### src/rtl/load_store_unit.sv
// ---------------------------------------------------------------------------
// load_store_unit
//   Single-outstanding load/store engine between a pipeline and a word-wide
//   data memory with combinational read. Byte and halfword stores are done
//   as read-modify-write; loads are lane-selected and sign/zero-extended.
//
// Ports
//   CLK, RST                 clock, asynchronous active-high reset
//   req_valid / req_ready    request handshake (ready only when idle)
//   req_we, req_funct3       store flag, access size/sign (RISC-V encoding)
//   req_addr, req_wdata      byte address, right-aligned store data
//   resp_valid / resp_ready  response handshake
//   resp_rdata, resp_err     extended load data (0 for stores/errors), error
//   mem_A, mem_WE, mem_WD    data-memory word address, write enable, data
//   mem_RD                   data-memory combinational read data
// ---------------------------------------------------------------------------
module load_store_unit #(
    parameter int A_WIDTH = 20,
    parameter int D_WIDTH = 32   // only 32 is supported
) (
    input  logic               CLK,
    input  logic               RST,
    input  logic               req_valid,
    output logic               req_ready,
    input  logic               req_we,
    input  logic [2:0]         req_funct3,
    input  logic [31:0]        req_addr,
    input  logic [D_WIDTH-1:0] req_wdata,
    output logic               resp_valid,
    input  logic               resp_ready,
    output logic [D_WIDTH-1:0] resp_rdata,
    output logic               resp_err,
    output logic [A_WIDTH-1:0] mem_A,
    output logic               mem_WE,
    output logic [D_WIDTH-1:0] mem_WD,
    input  logic [D_WIDTH-1:0] mem_RD
);

    typedef enum logic [2:0] {
        IDLE,
        LOAD,
        RMW_READ,
        WRITE,
        RESP
    } state_t;

    state_t               state_q,  state_d;
    logic [A_WIDTH+1:0]   addr_q,   addr_d;
    logic [2:0]           funct3_q, funct3_d;
    logic                 we_q,     we_d;
    logic [D_WIDTH-1:0]   wdata_q,  wdata_d;
    logic [D_WIDTH-1:0]   word_q,   word_d;    // merged RMW word
    logic [D_WIDTH-1:0]   rdata_q,  rdata_d;   // extended load result
    logic                 err_q,    err_d;

    logic                 req_err;
    logic [4:0]           lane_shift;
    logic [D_WIDTH-1:0]   lane_data;
    logic [D_WIDTH-1:0]   lane_mask;
    logic [D_WIDTH-1:0]   load_data;
    logic [D_WIDTH-1:0]   merged_word;

    // Address bits above the memory window are dropped on purpose.
    logic unused_addr_bits;
    assign unused_addr_bits = ^req_addr[31:A_WIDTH+2];

    // Legality of the incoming request.
    always_comb begin
        // NOTE: every signal assigned in always_comb gets a default first so no latch is inferred.
        req_err = 1'b0;
        case (req_funct3)
            3'b000:  req_err = 1'b0;
            3'b001:  req_err = req_addr[0];
            3'b010:  req_err = (req_addr[1:0] != 2'b00);
            3'b100:  req_err = req_we;
            3'b101:  req_err = req_we | req_addr[0];
            default: req_err = 1'b1;
        endcase
    end

    // Lane handling on the registered address (little-endian).
    always_comb begin
        lane_shift  = {addr_q[1:0], 3'b000};
        lane_data   = mem_RD >> lane_shift;
        lane_mask   = (funct3_q[0] ? 32'h0000_FFFF : 32'h0000_00FF) << lane_shift;
        merged_word = (mem_RD & ~lane_mask) | ((wdata_q << lane_shift) & lane_mask);

        // funct3[2] selects zero extension for BU/HU.
        case (funct3_q[1:0])
            2'b00:   load_data = {{24{lane_data[7]  & ~funct3_q[2]}}, lane_data[7:0]};
            2'b01:   load_data = {{16{lane_data[15] & ~funct3_q[2]}}, lane_data[15:0]};
            default: load_data = mem_RD;
        endcase
    end

    // Next-state and datapath updates.
    always_comb begin
        state_d  = state_q;
        addr_d   = addr_q;
        funct3_d = funct3_q;
        we_d     = we_q;
        wdata_d  = wdata_q;
        word_d   = word_q;
        rdata_d  = rdata_q;
        err_d    = err_q;

        case (state_q)
            IDLE: begin
                if (req_valid) begin
                    addr_d   = req_addr[A_WIDTH+1:0];
                    funct3_d = req_funct3;
                    we_d     = req_we;
                    wdata_d  = req_wdata;
                    err_d    = req_err;
                    if (req_err)          state_d = RESP;
                    else if (!req_we)     state_d = LOAD;
                    else if (req_funct3[1]) state_d = WRITE;     // SW
                    else                  state_d = RMW_READ;  // SB/SH
                end
            end
            LOAD: begin
                rdata_d = load_data;
                state_d = RESP;
            end
            RMW_READ: begin
                word_d  = merged_word;
                state_d = WRITE;
            end
            WRITE: begin
                state_d = RESP;
            end
            RESP: begin
                // Returning to IDLE (not accepting here) guarantees one idle cycle.
                if (resp_ready) state_d = IDLE;
            end
            default: state_d = IDLE;
        endcase
    end

    always_ff @(posedge CLK or posedge RST) begin
        // NOTE: sequential state uses non-blocking assignments so all flops update together at the edge.
        if (RST) begin
            state_q  <= IDLE;
            addr_q   <= '0;
            funct3_q <= '0;
            we_q     <= 1'b0;
            wdata_q  <= '0;
            word_q   <= '0;
            rdata_q  <= '0;
            err_q    <= 1'b0;
        end else begin
            state_q  <= state_d;
            addr_q   <= addr_d;
            funct3_q <= funct3_d;
            we_q     <= we_d;
            wdata_q  <= wdata_d;
            word_q   <= word_d;
            rdata_q  <= rdata_d;
            err_q    <= err_d;
        end
    end

    assign req_ready  = (state_q == IDLE);
    assign resp_valid = (state_q == RESP);
    assign resp_err   = err_q;
    // rdata_q keeps the last load value; stores and errors report zero.
    assign resp_rdata = (we_q || err_q) ? '0 : rdata_q;
    assign mem_A      = addr_q[A_WIDTH+1:2];
    assign mem_WE     = (state_q == WRITE);
    assign mem_WD     = (state_q == WRITE) ? (funct3_q[1] ? wdata_q : word_q) : '0;

endmodule

### config.mk
export PLATFORM = sky130hd
export DESIGN_NAME = load_store_unit
export DESIGN_NICKNAME = d
export VERILOG_FILES = /design/src/rtl/load_store_unit.sv
export SDC_FILE = /design/constraint.sdc
export NUM_CORES = 1
export LEC_CHECK = 0
export BUFFER_PORTS_ARGS = -buffer_cell sky130_fd_sc_hd__buf_4
export CAP_MARGIN = 20
export CORE_MARGIN = 2
export CORE_UTILIZATION = 53
export CTS_CLUSTER_DIAMETER = 40
export DETAILED_ROUTE_END_ITERATION = 12
export PLACE_DENSITY = 0.81
export REMOVE_ABC_BUFFERS = 1
export SLEW_MARGIN = 10
export SYNTH_ARGS = -nofsm -noshare
export SYNTH_HDL_FRONTEND = slang
export SYNTH_SLANG_ARGS = --single-unit
### constraint.sdc
create_clock -name CLK -period 4.53 [get_ports CLK]
set_input_delay 0 -clock CLK [delete_from_list [all_inputs] [get_ports CLK]]
set_output_delay 0 -clock CLK [all_outputs]
set_load 0.02 [all_outputs]
---- Yosys cells after proc, flatten, opt, wreduce, memory -nomap -nowiden ----
Index checks and enable logic that the tools add are counted.
operators by class
  add/sub/neg operators ................... 0
  $mul .................................... 0
  div/mod/pow operators ................... 0
  magnitude comparators ................... 0
  equal/unequal tests ..................... 11
  shift-type cells ........................ 3
  mux-type cells .......................... 12
  bitwise gates (word level) .............. 8
  reduce and logical (&&, ||, !) cells .... 8
operator list
  operator                                                number
  2-to-1 mux 32 bit                                       3
  bitwise AND 32 bit                                      2
  case mux 32 bit (2 select lines)                        1
  inverter 32 bit                                         1
  bitwise OR 32 bit                                       1
  left shift 16 x 5 -> 32 bit                             1
  left shift 32 x 5 -> 32 bit                             1
  right shift 32 x 5 -> 16 bit                            1
  2-to-1 mux 16 bit                                       1
  case mux 3 bit (4 select lines)                         1
  equality test 3 x 2 -> 1 bit (second input constant)    3
  equality test 3 bit (second input constant)             3
  2-to-1 mux 3 bit                                        3
  equality test 3 x 1 -> 1 bit (second input constant)    2
  zero test 3 bit                                         2
  case mux 1 bit (5 select lines)                         1
  AND reduction 2 bit                                     2
  bitwise AND 1 bit                                       2
  equality test 2 x 1 -> 1 bit (second input constant)    1
  zero test 2 bit                                         1
  2-to-1 mux 2 bit                                        1
  inequality test 2 x 1 -> 1 bit (second input constant)  1
  inequality test 2 bit (second input constant)           1
  nonzero test 2 bit                                      1
  5 further kinds                                         5
word-level totals
  register bits after elaboration ......... 126
  bits in latches ......................... 0
  RAM bits ................................ 0
  memory bits (read-only) ................. 0
  input bits .............................. 104
  word-level logic and storage cells ...... 50
  memories ................................ 0

---- Logic depth before layout (Yosys ltp) ----
  depth in word-level cells ............... 5
  mapped depth ............................ 8
  mapped depth without buffers ............ 4

---- Worst setup path before layout ----
OpenSTA, ideal clock, no wires.
  kind .................................... reg-to-reg
  from .................................... reg state_q[1]
  to ...................................... reg wdata_q[0]
  library setup time ...................... 0.065 ns
  data arrival time ....................... 1.647 ns
  required time ........................... 4.465 ns
  slack ................................... 2.818 ns
  cell stages (with the launch flop) ...... 9
  path through ............................ dfrtp_1 > buf_2 > nor3_2 > and2_1 > clkbuf_1 > buf_2 > buf_2 > nand2_1 > nand2_1
on the way
  word-level cells in the longest chain between the ends .. 2
ends and longest elaborated chain
  item                                  RTL line  text
  start: declaration                    47        state_t state_q, state_d;
  start signal: assignment              152       state_q <= state_d;
  zero test 3 bit                       n/a
  net req_ready                         24        output logic req_ready,
  AND reduction 2 bit (no source line)  n/a
  end signal: assignment                156       wdata_q <= wdata_d;
  end: declaration                      51        logic [D_WIDTH-1:0] wdata_q, wdata_d;
The timed path passes the listed nets, and every way through them passes these cells.
A chain may end at the register's enable or synchronous reset.

---- Worst setup path after layout ----
  from .................................... reg addr_q[0]
  to ...................................... reg rdata_q[5]
on the way
  word-level cells in the longest chain between the ends .. 2
ends and longest elaborated chain
  item                              RTL line  text
  start: declaration                48        logic [A_WIDTH+1:0] addr_q, addr_d;
  start signal: assignment          153       addr_q <= addr_d;
  right shift 32 x 5 -> 16 bit      84        lane_data = mem_RD >> lane_shift;
  case mux 32 bit (2 select lines)  89        case (funct3_q[1:0])
  end signal: assignment            158       rdata_q <= rdata_d;
  end: declaration                  53        logic [D_WIDTH-1:0] rdata_q, rdata_d;
Every way passes these cells.

==> qor.csv <==
metric;value;unit
status;finished, final reports clean;
num ports;192;
core area;12500;um^2
Buf+Inv Stages, Crit Path;1;
PD cells;675;nW/um^2
Hold WC Path Type;in -> async;
crit path cell chain;buf_4 > nor2b_1 > nand2b_1 > a21oi_1 > o21ai_0;
Hold Fails Final Rpt;0;
fin. max-slew vios;0;
Synth area leaders;dfrtp_1 (47%), nand2_1 (13%), mux2i_1 (9.7%);
worst clock skew;10.8;ps
end of the worst register-to-register path;rdata_q[5];
VDD IR max;0.408;mV
Nets;1130;
CP arrival;2780;ps
grt total ovfl;0;
largest net degree at the start of global routing;69;
Worst path top cell family by delay;simple AND/OR/NAND/NOR gates;
crit end category;register;
Avg Vias per Cell;5.46;
area share of the largest cell type after synthesis;47.0;%
most common cell after layout, fill and taps aside;nand2_1;
deepest clock path buffer count;2;
number of global-route vias before repair;6457;
async set-reset flop share out of synthesis;100;%
CTS Hold Bufs;93;
prevailing post-synth register cell;dfrtp_1;
most frequent cells in the layout;nand2_1 (239), buf_4 (193), dfrtp_1 (124), dlygate4sd3_1 (93), nor2_1 (77);
flops & latches, synth;126;
Mapped Area;6710;um^2
FF-to-FF setup slack;2040;ps
Crit Reg-Reg Startpoint;addr_q[0];
die area;13600;um^2
min Tclk post-route;2490;ps
DP HPWL;11900;um
antenna viol nets, final;0;
Clock Pin Slew Worst Setup and Hold Paths;50;ps
Post-synth EDFFs;0;
htree depth;4;
crit share post-route;54.9;%
worst-path fanout max;23;
Setup Fix Bufs, Post-CTS;0;
drt initial violations;481;
Clock Latency Late Sink;420;ps
DRC Markers;0;
initial core utilization;53.8;%
pre-CTS setup slack;2120;ps
CP max stage delay;780;ps
required time of the critical path;4820;ps
Layout area overhead;42.9;%
ANT cells;0;
CTS tree;yes;
clk sinks;126;
master of the slowest instance on the critical path;dfrtp_2;
PnR worst setup slack;2040;ps
initial antenna violation count;0;
Max-Slew Margin vs Limit;36.7;%
layout cell share with drive strength beyond 1;23.5;%
clock root buffer master;clkbuf_16;
IO Port Bufs;181;
max-cap viol count;0;
vias after detailed routing;6602;
post-cts sizing count;0;
row cnt;41;
first-pass GRT wire length;33300;um
slew of the pin with the lowest slew margin;949;ps
DRT Pass-1 Iters;5;
Synth area leader;dfrtp_1;
Die Ht;117;um
Total Wirelength;21300;um
post-synth cell types;40;
CTS Buf Count;17;
GR Util All Layers;32.3;%
Synth Instances;790;
die extent in x;117;um
sequential area share after synthesis;47.0;%
FMAX;0.402;GHz
WHS;126;ps
post-detailed-route wirelength per cell;17.6;um
Leakage Power;4.76;nW
syn_area_per_cell;8.49;um^2
R2R cell count;5;
Synth Warn #;0;
RSZ-0062 raised after global routing;no;
WS Path Type;reg -> reg;
endpoints failing setup;0;
placer congestion estimate;0.829;
setup TNS;0;ps
CP startpoint kind;register;
-- metal layers --
metal,up-vias,track usage (%),part of all wire (%)
li1,3073,-,-
met2,277,53.9,50
met3,35,8.04,6.3
met1,3217,41.6,42
met5,-,0,0
met4,0,10.8,1.7
-- metrics by stage --
stage                     instances  total power, mW  utilization, %  area, um^2
final                          1210             6.47            76.9        9590
after global routing           1210             6.89            76.9        9590
after CTS                      1208             6.39            76.5        9540
after detailed placement       1084             4.94            64.3        8010
after global placement         1083             4.85            64.1        8000
after floorplan                 718             3.88               -        6320
-- Yosys cell counts, types with 2 or more instances --
| cell type | n |
|---|---|
| buf_4 | 22 |
| a222oi_1 | 7 |
| mux2i_1 | 65 |
| o31ai_1 | 8 |
| a31oi_1 | 2 |
| nand2b_1 | 11 |
| nand3_1 | 32 |
| a21oi_2 | 2 |
| nor2_1 | 78 |
| nand2_1 | 241 |
| nor3_1 | 4 |
| nor2b_1 | 4 |
| dfrtp_1 | 126 |
| and2_1 | 33 |
| mux2_2 | 7 |
| inv_1 | 2 |
| clkbuf_1 | 27 |
| buf_2 | 20 |
| buf_6 | 2 |
| o21ai_0 | 40 |
| a211oi_1 | 8 |
| a21oi_1 | 31 |
-- where the power goes --
group | switching, mW | total, mW | internal, mW
combinational | 1.76 | 2.98 | 1.22
sequential | 0.432 | 2.11 | 1.68
clock | 0.481 | 1.38 | 0.895
-- sequential cells by signal, indices dropped and copies added (netlist names) --
register	cells
addr_q	22
funct3_q	3
rdata_q	32
resp_err	1
state_q	3
wdata_q	32
we_q	1
word_q	32
-- layout make-up --
class | count | area, um^2
inverters | 2 | 10.0
flip-flops and latches | 126 | 3160
repair buffers | 289 | 2440
clock buffers | 27 | 523
fillers | 837 | 2880
well taps | 172 | 215
multi-input cells | 590 | 3170
clock inverters | 4 | 75.1
-- cell families (layout without fill, tap and decap cells) --
logic type             count (synthesis)  after routing  synth area share (%)
multiplexers                          73             73                  11.2
AO/OA/AOI/OAI                        107            107                  9.96
AND/OR/NAND/NOR                      410            410                  25.9
flip-flops                           126            126                  47.0
buffers and inverters                 74            322                  5.97
-- worst max path at each step --
stage                    from         end  slack (ps)  cells after the start
finish              addr_q[0]  rdata_q[5]        2040                      5
global route        addr_q[0]  rdata_q[5]        1890                      5
CTS                 addr_q[0]  rdata_q[4]        2120                      5
detailed placement  addr_q[0]  rdata_q[2]        2120                      5
global placement    addr_q[0]  rdata_q[4]        2160                      5
floorplan                 RST   addr_q[0]        1170                      1
-- worst reg2reg max path, stage by stage, from the launching register on --
cell	delay (ps)
dfrtp_2	780
buf_4	450
nor2b_1	740
nand2b_1	110
a21oi_1	170
o21ai_0	110
Power figures use the tool's default switching activity.
